===== config.mk =====
export PLATFORM = sky130hd
export DESIGN_NAME = ps2_scancode_rx
export DESIGN_NICKNAME = d
export VERILOG_FILES = /design/src/rtl/ps2_scancode_rx.sv
export SDC_FILE = /design/constraint.sdc
export NUM_CORES = 1
export LEC_CHECK = 0
export CORE_MARGIN = 4
export CORE_UTILIZATION = 53
export DETAILED_ROUTE_END_ITERATION = 10
export PLACE_DENSITY = 0.71
export SLEW_MARGIN = 10
export SYNTH_ARGS = -nofsm -noshare
export SYNTH_HDL_FRONTEND = slang
export SYNTH_SLANG_ARGS = --single-unit

===== constraint.sdc =====
create_clock -name clk_sys -period 5.4 [get_ports clk_sys]
set_input_delay 0.81 -clock clk_sys [delete_from_list [all_inputs] [get_ports clk_sys]]
set_output_delay 0.81 -clock clk_sys [all_outputs]
set_load 0.01 [all_outputs]

===== src/rtl/ps2_scancode_rx.sv =====
`default_nettype none
// +----------------------------------------------------------------------------+
// | ps2_scancode_rx : PS/2 keyboard receiver, prefix folder and event FIFO.    |
// | Optional: PS2_TYPEMATIC_FILTER_EN drops repeated makes of held keys.       |
// | Rev 1.0                                                                    |
// +----------------------------------------------------------------------------+
module ps2_scancode_rx #(
  parameter int FILTER_LEN  = 8,
  parameter int TIMEOUT_CYC = 56000,
  parameter int FIFO_DEPTH  = 4
) (
  input  logic       clk_sys,
  input  logic       reset,
  input  logic       ps2_kbd_clk,
  input  logic       ps2_kbd_data,
  output logic       code_valid,
  input  logic       code_ready,
  output logic [7:0] code,
  output logic       code_ext,
  output logic       code_release,
  output logic       parity_err,
  output logic       overflow
);

  localparam int c_fw = $clog2(FILTER_LEN + 1);
  localparam int c_tw = $clog2(TIMEOUT_CYC + 1);
  localparam int c_aw = $clog2(FIFO_DEPTH);
  localparam logic [c_fw-1:0] c_flt_last = c_fw'(FILTER_LEN - 1);
  localparam logic [c_tw-1:0] c_tmo_last = c_tw'(TIMEOUT_CYC - 1);
  localparam logic [c_aw:0]   c_depth    = (c_aw + 1)'(FIFO_DEPTH);

  typedef enum logic [1:0] {
    S_IDLE   = 2'd0,
    S_DATA   = 2'd1,
    S_PARITY = 2'd2,
    S_STOP   = 2'd3
  } state_t;

  // Index 0 is the clock line, index 1 the data line.
  logic [1:0]      w_raw;
  logic [1:0]      r_sync1, r_sync2, r_filt;
  logic [c_fw-1:0] r_fcnt [0:1];
  logic            r_clkf_d;
  logic            w_strobe, w_sdat;

  assign w_raw = {ps2_kbd_data, ps2_kbd_clk};

  always_ff @(posedge clk_sys or posedge reset) begin
    if (reset) begin
      r_sync1  <= 2'b11;
      r_sync2  <= 2'b11;
      r_filt   <= 2'b11;
      r_clkf_d <= 1'b1;
      for (int i = 0; i < 2; i++) r_fcnt[i] <= '0;
    end else begin
      r_sync1  <= w_raw;
      r_sync2  <= r_sync1;
      r_clkf_d <= r_filt[0];
      for (int i = 0; i < 2; i++) begin
        if (r_sync2[i] == r_filt[i]) begin
          r_fcnt[i] <= '0;
        end else if (r_fcnt[i] == c_flt_last) begin
          r_filt[i] <= r_sync2[i];
          r_fcnt[i] <= '0;
        end else begin
          r_fcnt[i] <= r_fcnt[i] + 1'b1;
        end
      end
    end
  end

  assign w_strobe = r_clkf_d & ~r_filt[0];
  assign w_sdat   = r_filt[1];

  state_t          r_state, w_state_nxt;
  logic [2:0]      r_bitcnt;
  logic [7:0]      r_shift;
  logic            r_par;
  logic [c_tw-1:0] r_tmo;
  logic            w_timeout, w_accept, w_reject;

  // A strobe in the same cycle as the timeout wins: the line is still alive.
  assign w_timeout = (r_state != S_IDLE) && (r_tmo == c_tmo_last) && !w_strobe;

  always_ff @(posedge clk_sys or posedge reset) begin
    if (reset) r_state <= S_IDLE;
    else       r_state <= w_state_nxt;
  end

  always_comb begin
    w_state_nxt = r_state;
    w_accept    = 1'b0;
    w_reject    = 1'b0;
    if (w_timeout) begin
      w_state_nxt = S_IDLE;
    end else if (w_strobe) begin
      case (r_state)
        S_IDLE:   if (!w_sdat) w_state_nxt = S_DATA;
        S_DATA:   if (r_bitcnt == 3'd7) w_state_nxt = S_PARITY;
        S_PARITY: w_state_nxt = S_STOP;
        S_STOP: begin
          w_state_nxt = S_IDLE;
          if (w_sdat && (^{r_shift, r_par})) w_accept = 1'b1;
          else                               w_reject = 1'b1;
        end
        default:  w_state_nxt = S_IDLE;
      endcase
    end
  end

  always_ff @(posedge clk_sys or posedge reset) begin
    if (reset) begin
      r_bitcnt <= '0;
      r_shift  <= '0;
      r_par    <= 1'b0;
      r_tmo    <= '0;
    end else begin
      if (w_strobe) begin
        case (r_state)
          S_IDLE:   r_bitcnt <= '0;
          S_DATA: begin
            r_shift  <= {w_sdat, r_shift[7:1]};
            r_bitcnt <= r_bitcnt + 3'd1;
          end
          S_PARITY: r_par <= w_sdat;
          default:  ;
        endcase
      end
      if (r_state == S_IDLE || w_strobe) r_tmo <= '0;
      else                               r_tmo <= r_tmo + 1'b1;
    end
  end

  logic       r_ext, r_rel, r_push, r_parity_err;
  logic [9:0] r_push_data;
  logic       w_is_ctrl;

  assign w_is_ctrl = (r_shift == 8'hAA) || (r_shift == 8'hFA) || (r_shift == 8'hEE) ||
                     (r_shift == 8'hFE) || (r_shift == 8'h00) || (r_shift == 8'hFF);

  always_ff @(posedge clk_sys or posedge reset) begin
    if (reset) begin
      r_ext        <= 1'b0;
      r_rel        <= 1'b0;
      r_push       <= 1'b0;
      r_push_data  <= '0;
      r_parity_err <= 1'b0;
    end else begin
      r_parity_err <= w_reject;
      r_push       <= 1'b0;
      if (w_accept) begin
        case (r_shift)
          8'hE0: r_ext <= 1'b1;
          8'hF0: r_rel <= 1'b1;
          8'hE1: begin
            r_ext <= 1'b0;
            r_rel <= 1'b0;
          end
          default: begin
            if (!(w_is_ctrl && !r_ext && !r_rel)) begin
              r_push      <= 1'b1;
              r_push_data <= {r_ext, r_rel, r_shift};
              r_ext       <= 1'b0;
              r_rel       <= 1'b0;
            end
          end
        endcase
      end
    end
  end

  logic [9:0]  r_mem [0:FIFO_DEPTH-1];
  logic [c_aw-1:0] r_wr_ptr, r_rd_ptr;
  logic [c_aw:0]   r_count;
  logic        r_overflow;
  logic        w_full, w_pop, w_push_valid, w_wr;
  logic [9:0]  w_head;

`ifdef PS2_TYPEMATIC_FILTER_EN
  logic [511:0] r_held;
  logic [8:0]   w_key;

  assign w_key        = {r_push_data[9], r_push_data[7:0]};
  assign w_push_valid = r_push && !(!r_push_data[8] && r_held[w_key]);

  always_ff @(posedge clk_sys or posedge reset) begin
    if (reset) begin
      r_held <= '0;
    end else if (w_push_valid) begin
      if (r_push_data[8]) r_held[w_key] <= 1'b0;
      else if (w_wr)      r_held[w_key] <= 1'b1;
    end
  end
`else
  assign w_push_valid = r_push;
`endif

  assign w_full = (r_count == c_depth);
  assign w_pop  = code_valid && code_ready;
  assign w_wr   = w_push_valid && (!w_full || w_pop);

  always_ff @(posedge clk_sys) begin
    if (w_wr) r_mem[r_wr_ptr] <= r_push_data;
  end

  always_ff @(posedge clk_sys or posedge reset) begin
    if (reset) begin
      r_wr_ptr   <= '0;
      r_rd_ptr   <= '0;
      r_count    <= '0;
      r_overflow <= 1'b0;
    end else begin
      r_overflow <= w_push_valid && w_full && !w_pop;
      if (w_wr)  r_wr_ptr <= r_wr_ptr + 1'b1;
      if (w_pop) r_rd_ptr <= r_rd_ptr + 1'b1;
      case ({w_wr, w_pop})
        2'b10:   r_count <= r_count + 1'b1;
        2'b01:   r_count <= r_count - 1'b1;
        default: r_count <= r_count;
      endcase
    end
  end

  // Head is masked so the outputs read zero whenever the FIFO is empty.
  assign w_head       = code_valid ? r_mem[r_rd_ptr] : 10'd0;
  assign code_valid   = (r_count != '0);
  assign code         = w_head[7:0];
  assign code_release = w_head[8];
  assign code_ext     = w_head[9];
  assign parity_err   = r_parity_err;
  assign overflow     = r_overflow;

endmodule
`default_nettype wire

== After elaboration in Yosys (flattened, before gate mapping) ==
Memories as Yosys holds them, arrays and structs flattened.
Cells that the tools add are included.

* Add/subtract/negate cells: 8
* Equal/unequal tests: 24
* Multiplexer cells: 29
* Bitwise logic cells: 8
* Reduce and logical (&&, ||, !) cells: 39

{| class="wikitable"
|+ Operator list
! operator !! count
|-
| $eq 8x8->1 const B || 8
|-
| $add 16x1->16 const B || 1
|-
| $eq 16x16->1 const B || 1
|-
| $mux 16 || 1
|-
| $mux 4 || 4
|-
| $mux 1 || 14
|-
| $pmux 3 s2 || 2
|-
| $reduce_and 3->1 || 4
|-
| $mux 10 || 1
|-
| $reduce_and 2->1 || 5
|-
| $logic_and 1x1->1 || 9
|-
| $reduce_xor 9->1 || 1
|-
| $add 4x1->4 const B || 2
|-
| $eq 4x3->1 const B || 2
|-
| $logic_not 8->1 || 1
|-
| $mux 2 || 4
|-
| $pmux 2 s4 || 1
|-
| $reduce_bool 2->1 || 4
|-
| $logic_or 1x1->1 || 7
|-
| $not 1->1 || 7
|-
| $add 3x1->3 const B || 2
|-
| $eq 2x2->1 const B || 3
|-
| $eq 3x3->1 const B || 2
|-
| $ne 3x1->1 const B || 2
|-
| 11 further kinds || 20
|}

* Flip-flop bits (word level): 67
* RAM bits: 40
* Output and inout port bits: 13
* Logic and storage cells: 130
* Memories kept: 1

{| class="wikitable"
|+ Memories
! memory !! words !! bits a word !! read ports !! clocked after memory_dff !! write ports !! line !! source
|-
| r_mem || 4 || 10 || 1 || 0 || 1 || 172 || <nowiki>logic [9:0] r_mem [0:FIFO_DEPTH-1];</nowiki>
|}

== Longest topological paths before layout ==
* Word-level depth: 11
* Mapped depth: 10
* Mapped depth without buffers: 9

== Worst setup path after synthesis ==
No wires, ideal clock.

* Path kind: input to register
* From: input code_ready
* To: register r_count[2]
* Setup time: 79 ps
* Arrival time: 2,336 ps
* Slack: 2,985 ps
* Cell stages on the path: 10
* Path buffers: 1
* Path through: nor4b_1 -> nor2b_1 -> clkbuf_1 -> inv_1 -> ha_1 -> inv_1 -> fa_1 -> xor2_1 -> nor2_1 -> xor2_1

* Word-level cells in the longest chain between the ends: 5
* Elaborated cells on any way between the ends: 7
* Those cells by class: eq/ne: 2; mux: 1; reduce/logical: 4

{| class="wikitable"
|+ RTL lines
! element !! line !! source
|-
| start, declared || 17 || <nowiki>input logic code_ready,</nowiki>
|-
| $logic_and 1x1->1 * || 199 || <nowiki>assign w_pop = code_valid && code_ready;</nowiki>
|-
| $logic_or 1x1->1 || 200 || <nowiki>assign w_wr = w_push_valid && (!w_full || w_pop);</nowiki>
|-
| $logic_and 1x1->1 || 200 ||
|-
| $eq 2x1->1 or $eq 2x2->1 (tied branches) || 216 || <nowiki>case ({w_wr, w_pop})</nowiki>
|-
| $pmux 3 s2 or $reduce_bool 2->1 (tied branches) || -- ||
|-
| end signal, assigned || 217 || <nowiki>2'b10: r_count <= r_count + 1'b1;</nowiki>
|-
| end signal, assigned || 218 || <nowiki>2'b01: r_count <= r_count - 1'b1;</nowiki>
|-
| end signal, assigned || 219 || <nowiki>default: r_count <= r_count;</nowiki>
|-
| end, declared || 174 || <nowiki>logic [c_aw:0] r_count;</nowiki>
|}

Mark *: on every way between the ends. The rest lies on a longest branch, timed or not.
A chain may end at the register's enable or synchronous reset.

== Final worst setup path ==
* From: register r_rd_ptr[0]
* To: output code_release

* Word-level cells in the longest chain between the ends: 2

{| class="wikitable"
|+ RTL lines
! element !! line !! source
|-
| start, declared || 173 || <nowiki>logic [c_aw-1:0] r_wr_ptr, r_rd_ptr;</nowiki>
|-
| start signal, assigned || 215 || <nowiki>if (w_pop) r_rd_ptr <= r_rd_ptr + 1'b1;</nowiki>
|-
| $mem_v2 4x10 || -- ||
|-
| $mux 10 || 225 || <nowiki>assign w_head = code_valid ? r_mem[r_rd_ptr] : 10'd0;</nowiki>
|-
| end, declared || 20 || <nowiki>output logic code_release,</nowiki>
|}

Every way passes these cells.

==> results.json <==
{
  "status": "completed",
  "grt_pass1_vias": 2591,
  "path_max_fanout": 12,
  "arrival_ps": 2380,
  "antenna_found_initial": 0,
  "grt_pass1_wl_mm": 12.48,
  "start_util": 0.5423,
  "dieArea_mm2": 0.01050,
  "cp_top_family": "flip-flops",
  "slew_violations": 0,
  "synth_nets": 364,
  "criticalPathCategory": "reg2out",
  "cts_num_sinks": 107,
  "dp.final_hpwl_mm": 4.778,
  "worstSetupStartpointType": "register",
  "grtUsageMet1": 0.2048,
  "period_minus_slack_ps": 3194,
  "fmax_mhz": 313.1,
  "grt_use_total": 0.1537,
  "die_h_um": 102.5,
  "synth_cell_types": 46,
  "num-nets-final": 379,
  "syn_to_final_growth_pct": 8.757,
  "finalSetupTns_ps": 0,
  "regArea_mm2": 0.002887,
  "diodes": 0,
  "p_clk_frac": 0.243,
  "num_io_pins": 18,
  "drive_above_1_share": 0.1703,
  "switching_share": 0.3120,
  "numCtsBuffers": 9,
  "postCtsResizedCells": 0,
  "finalCritPeriodShare": 0.5915,
  "critPathBufInv": 1,
  "fp-row-count": 34,
  "p_per_area_mw_per_mm2": 367.6,
  "grt-ovfl-total": 0,
  "synth_fa_ha_area_frac": 0.04127,
  "p_int_mw": 1.301,
  "die_w_um": 102.5,
  "syn-cell-area_mm2": 0.004730,
  "wl_per_cell_um": 15.19,
  "fin_area_mm2": 0.005144,
  "synth-xor-area-share": 0.05635,
  "hp-class": "reg2reg",
  "multi_input_area_mm2": 0.001707,
  "comb_power_share": 0.211,
  "synth.area.mux_share": 0.1069,
  "final_hold_viol_count": 0,
  "max-cap-violations": 0,
  "cts_setup_buffers": 0,
  "dpl_cell_area_mm2": 0.004959,
  "synth_top_family_by_area": "simple AND/OR/NAND/NOR gates",
  "core_mm2": 0.008721,
  "first_iter_violations": 182,
  "synth_edf_count": 40,
  "cpMaxStageDelayCell": "dfrtp_1",
  "synth_flop_cell": "dfrtp_1",
  "placed_cells": 456,
  "worstSkewPairLatency_ps": 370,
  "yosys_warnings": 0,
  "place.gp.congestion": 0.8049,
  "vdd_ir_drop_max_mv": 0.2242,
  "final-setup-viol-count": 0,
  "tightest_slew_ps": 706.5,
  "cp-end-kind": "output pin",
  "grt_max_degree": 59,
  "grt_use_met3": 0.02662,
  "via_per_inst": 5.464,
  "firstDrtPassIters": 4,
  "yosys.area_share.simple": 0.1201,
  "path_clk_slew_ps": 100,
  "ys_ff_latch": 107,
  "p_seq_frac": 0.546,
  "cp_data_required_time_ps": 4590,
  "crit_path_max_incr_delay_ps": 810,
  "grt_busiest_layer": "met2",
  "whs_ps": 362.5,
  "layout_setup_ws_ps": 2206,
  "synth_compound_area_frac": 0.03624,
  "syn_area_per_cell_um2": 13.75,
  "postRouteWirelength_mm": 7.171,
  "crit_chain": "mux4_2 -> and2_1 -> clkdlybuf4s50_1",
  "place_ws_ps": 2421,
  "slew-limit-headroom": 0.5290,
  "drc_errors": 0,
  "fin_util": 0.5898,
  "cts_tree": "yes",
  "power_mw": 1.891,
  "fill_cells": 671,
  "antenna_left": 0,
  "switchingPower_uw": 589.9,
  "grt_use_met2": 0.2493,
  "clock_path_buffers": 2,
  "num_vias": 2579,
  "grt_setup_unrepaired": "false",
  "synth_seq_area_share": 0.6103,
  "place.port_buffers": 17,
  "cts_root_buf": "clkbuf_8",
  "p_leak_nw": 2.210,
  "cts_hold_buf": 0,
  "cts.htree.levels": 3,
  "skew_ps": 14.26,
  "instances_no_fill": 472,
  "async_flop_share": 0.6262,
  "syn_inst": 344
}
## synthesized netlist by cell type, types with 2 or more instances
cell / count / area (um^2)
a21oi_1: 8 / 40.04
a32o_1: 2 / 20.02
and2_1: 16 / 100.1
and3_1: 2 / 12.51
buf_6: 4 / 45.04
clkbuf_1: 9 / 33.78
dfrtp_1: 60 / 1501
dfstp_2: 7 / 183.9
edfxtp_1: 40 / 1201
ha_1: 14 / 175.2
inv_1: 13 / 48.80
mux2_2: 11 / 123.9
mux2_4: 9 / 135.1
mux4_2: 10 / 225.2
nand2_1: 21 / 78.83
nand3_1: 9 / 45.04
nand4_1: 7 / 43.79
nor2_1: 23 / 86.33
nor2b_1: 4 / 25.02
nor3_1: 8 / 40.04
nor4_1: 3 / 18.77
o21ai_0: 10 / 50.05
o22a_1: 2 / 17.52
or3_1: 4 / 25.02
or4_1: 3 / 22.52
xnor2_1: 15 / 131.4
xor2_1: 11 / 96.34
## cell type report
type                            count  area share
Sequential cell                   107      0.5612
Clock inverter                      7     0.01192
Timing Repair Buffer               18     0.03454
Inverter                           14     0.01022
Clock buffer                        9     0.02408
Multi-Input combinational cell    209      0.3318
Tap cell                          108     0.02627
## routing by layer
metal / part of all wire / wire length (um)
met5: 0 / 0
met4: 0.015 / 104
met3: 0.024 / 175
met2: 0.49 / 3527
met1: 0.47 / 3363
## layout by cell type, fill, tap and decap left out, types with 12 or more instances in the layout
| master | instances |
|---|---|
| inv_1 | 12 |
| edfxtp_1 | 40 |
| dfrtp_1 | 60 |
| and2_1 | 16 |
| xnor2_1 | 15 |
| ha_1 | 14 |
| nand2_1 | 21 |
| clkdlybuf4s50_1 | 17 |
| nor2_1 | 23 |
## registers in the layout (all words and copies together) (netlist names), 2 cells and up
register     cells
r_rd_ptr         2
r_tmo           16
r_state          2
r_bitcnt         3
r_wr_ptr         2
r_sync2          2
r_mem           40
r_count          3
r_sync1          2
r_filt           2
r_shift          8
r_fcnt           8
r_push_data     10
## kinds of logic (layout without fill, tap and decap cells)
family,Yosys count,count (layout)
AOI/OAI and AO/OA,26,26
xor gates and xnor gates,28,28
adders and majority gates,15,15
buffers and inverters,28,48
DFF,107,107
muxes,32,32
and+or+nand+nor,108,108
## final timing paths
| check | cells past startpoint | slack [ps] | to | startpoint |
|---|---|---|---|---|
| min reg2reg | 0 | 360 | r_sync2[1]$_DFF_PP1_ | r_sync1[1]$_DFF_PP1_ |
| max reg2reg | 5 | 3070 | r_push_data[9]$_DFFE_PP0P_ | r_shift[4]$_DFFE_PP0P_ |
| min in group asynchronous | 2 | 650 | r_wr_ptr[0]$_DFFE_PP0P_ | reset |
| min | 0 | 360 | r_sync2[1]$_DFF_PP1_ | r_sync1[1]$_DFF_PP1_ |
| max | 3 | 2210 | code_release | r_rd_ptr[0]$_DFFE_PP0N_ |
| max in group asynchronous | 3 | 3780 | r_push_data[4]$_DFFE_PP0P_ | reset |
## power groups by stage
stage	clock (mW)	sequential (mW)	combinational, mW
2_1_floorplan	0	0.989	0.352
3_3_place_gp	0	1.05	0.394
3_5_place_dp	0	1.05	0.406
4_1_cts	0.477	1.04	0.406
5_1_grt	0.509	1.05	0.453
6_report	0.460	1.03	0.400
Note: power is estimated with default switching activity, not from simulation.
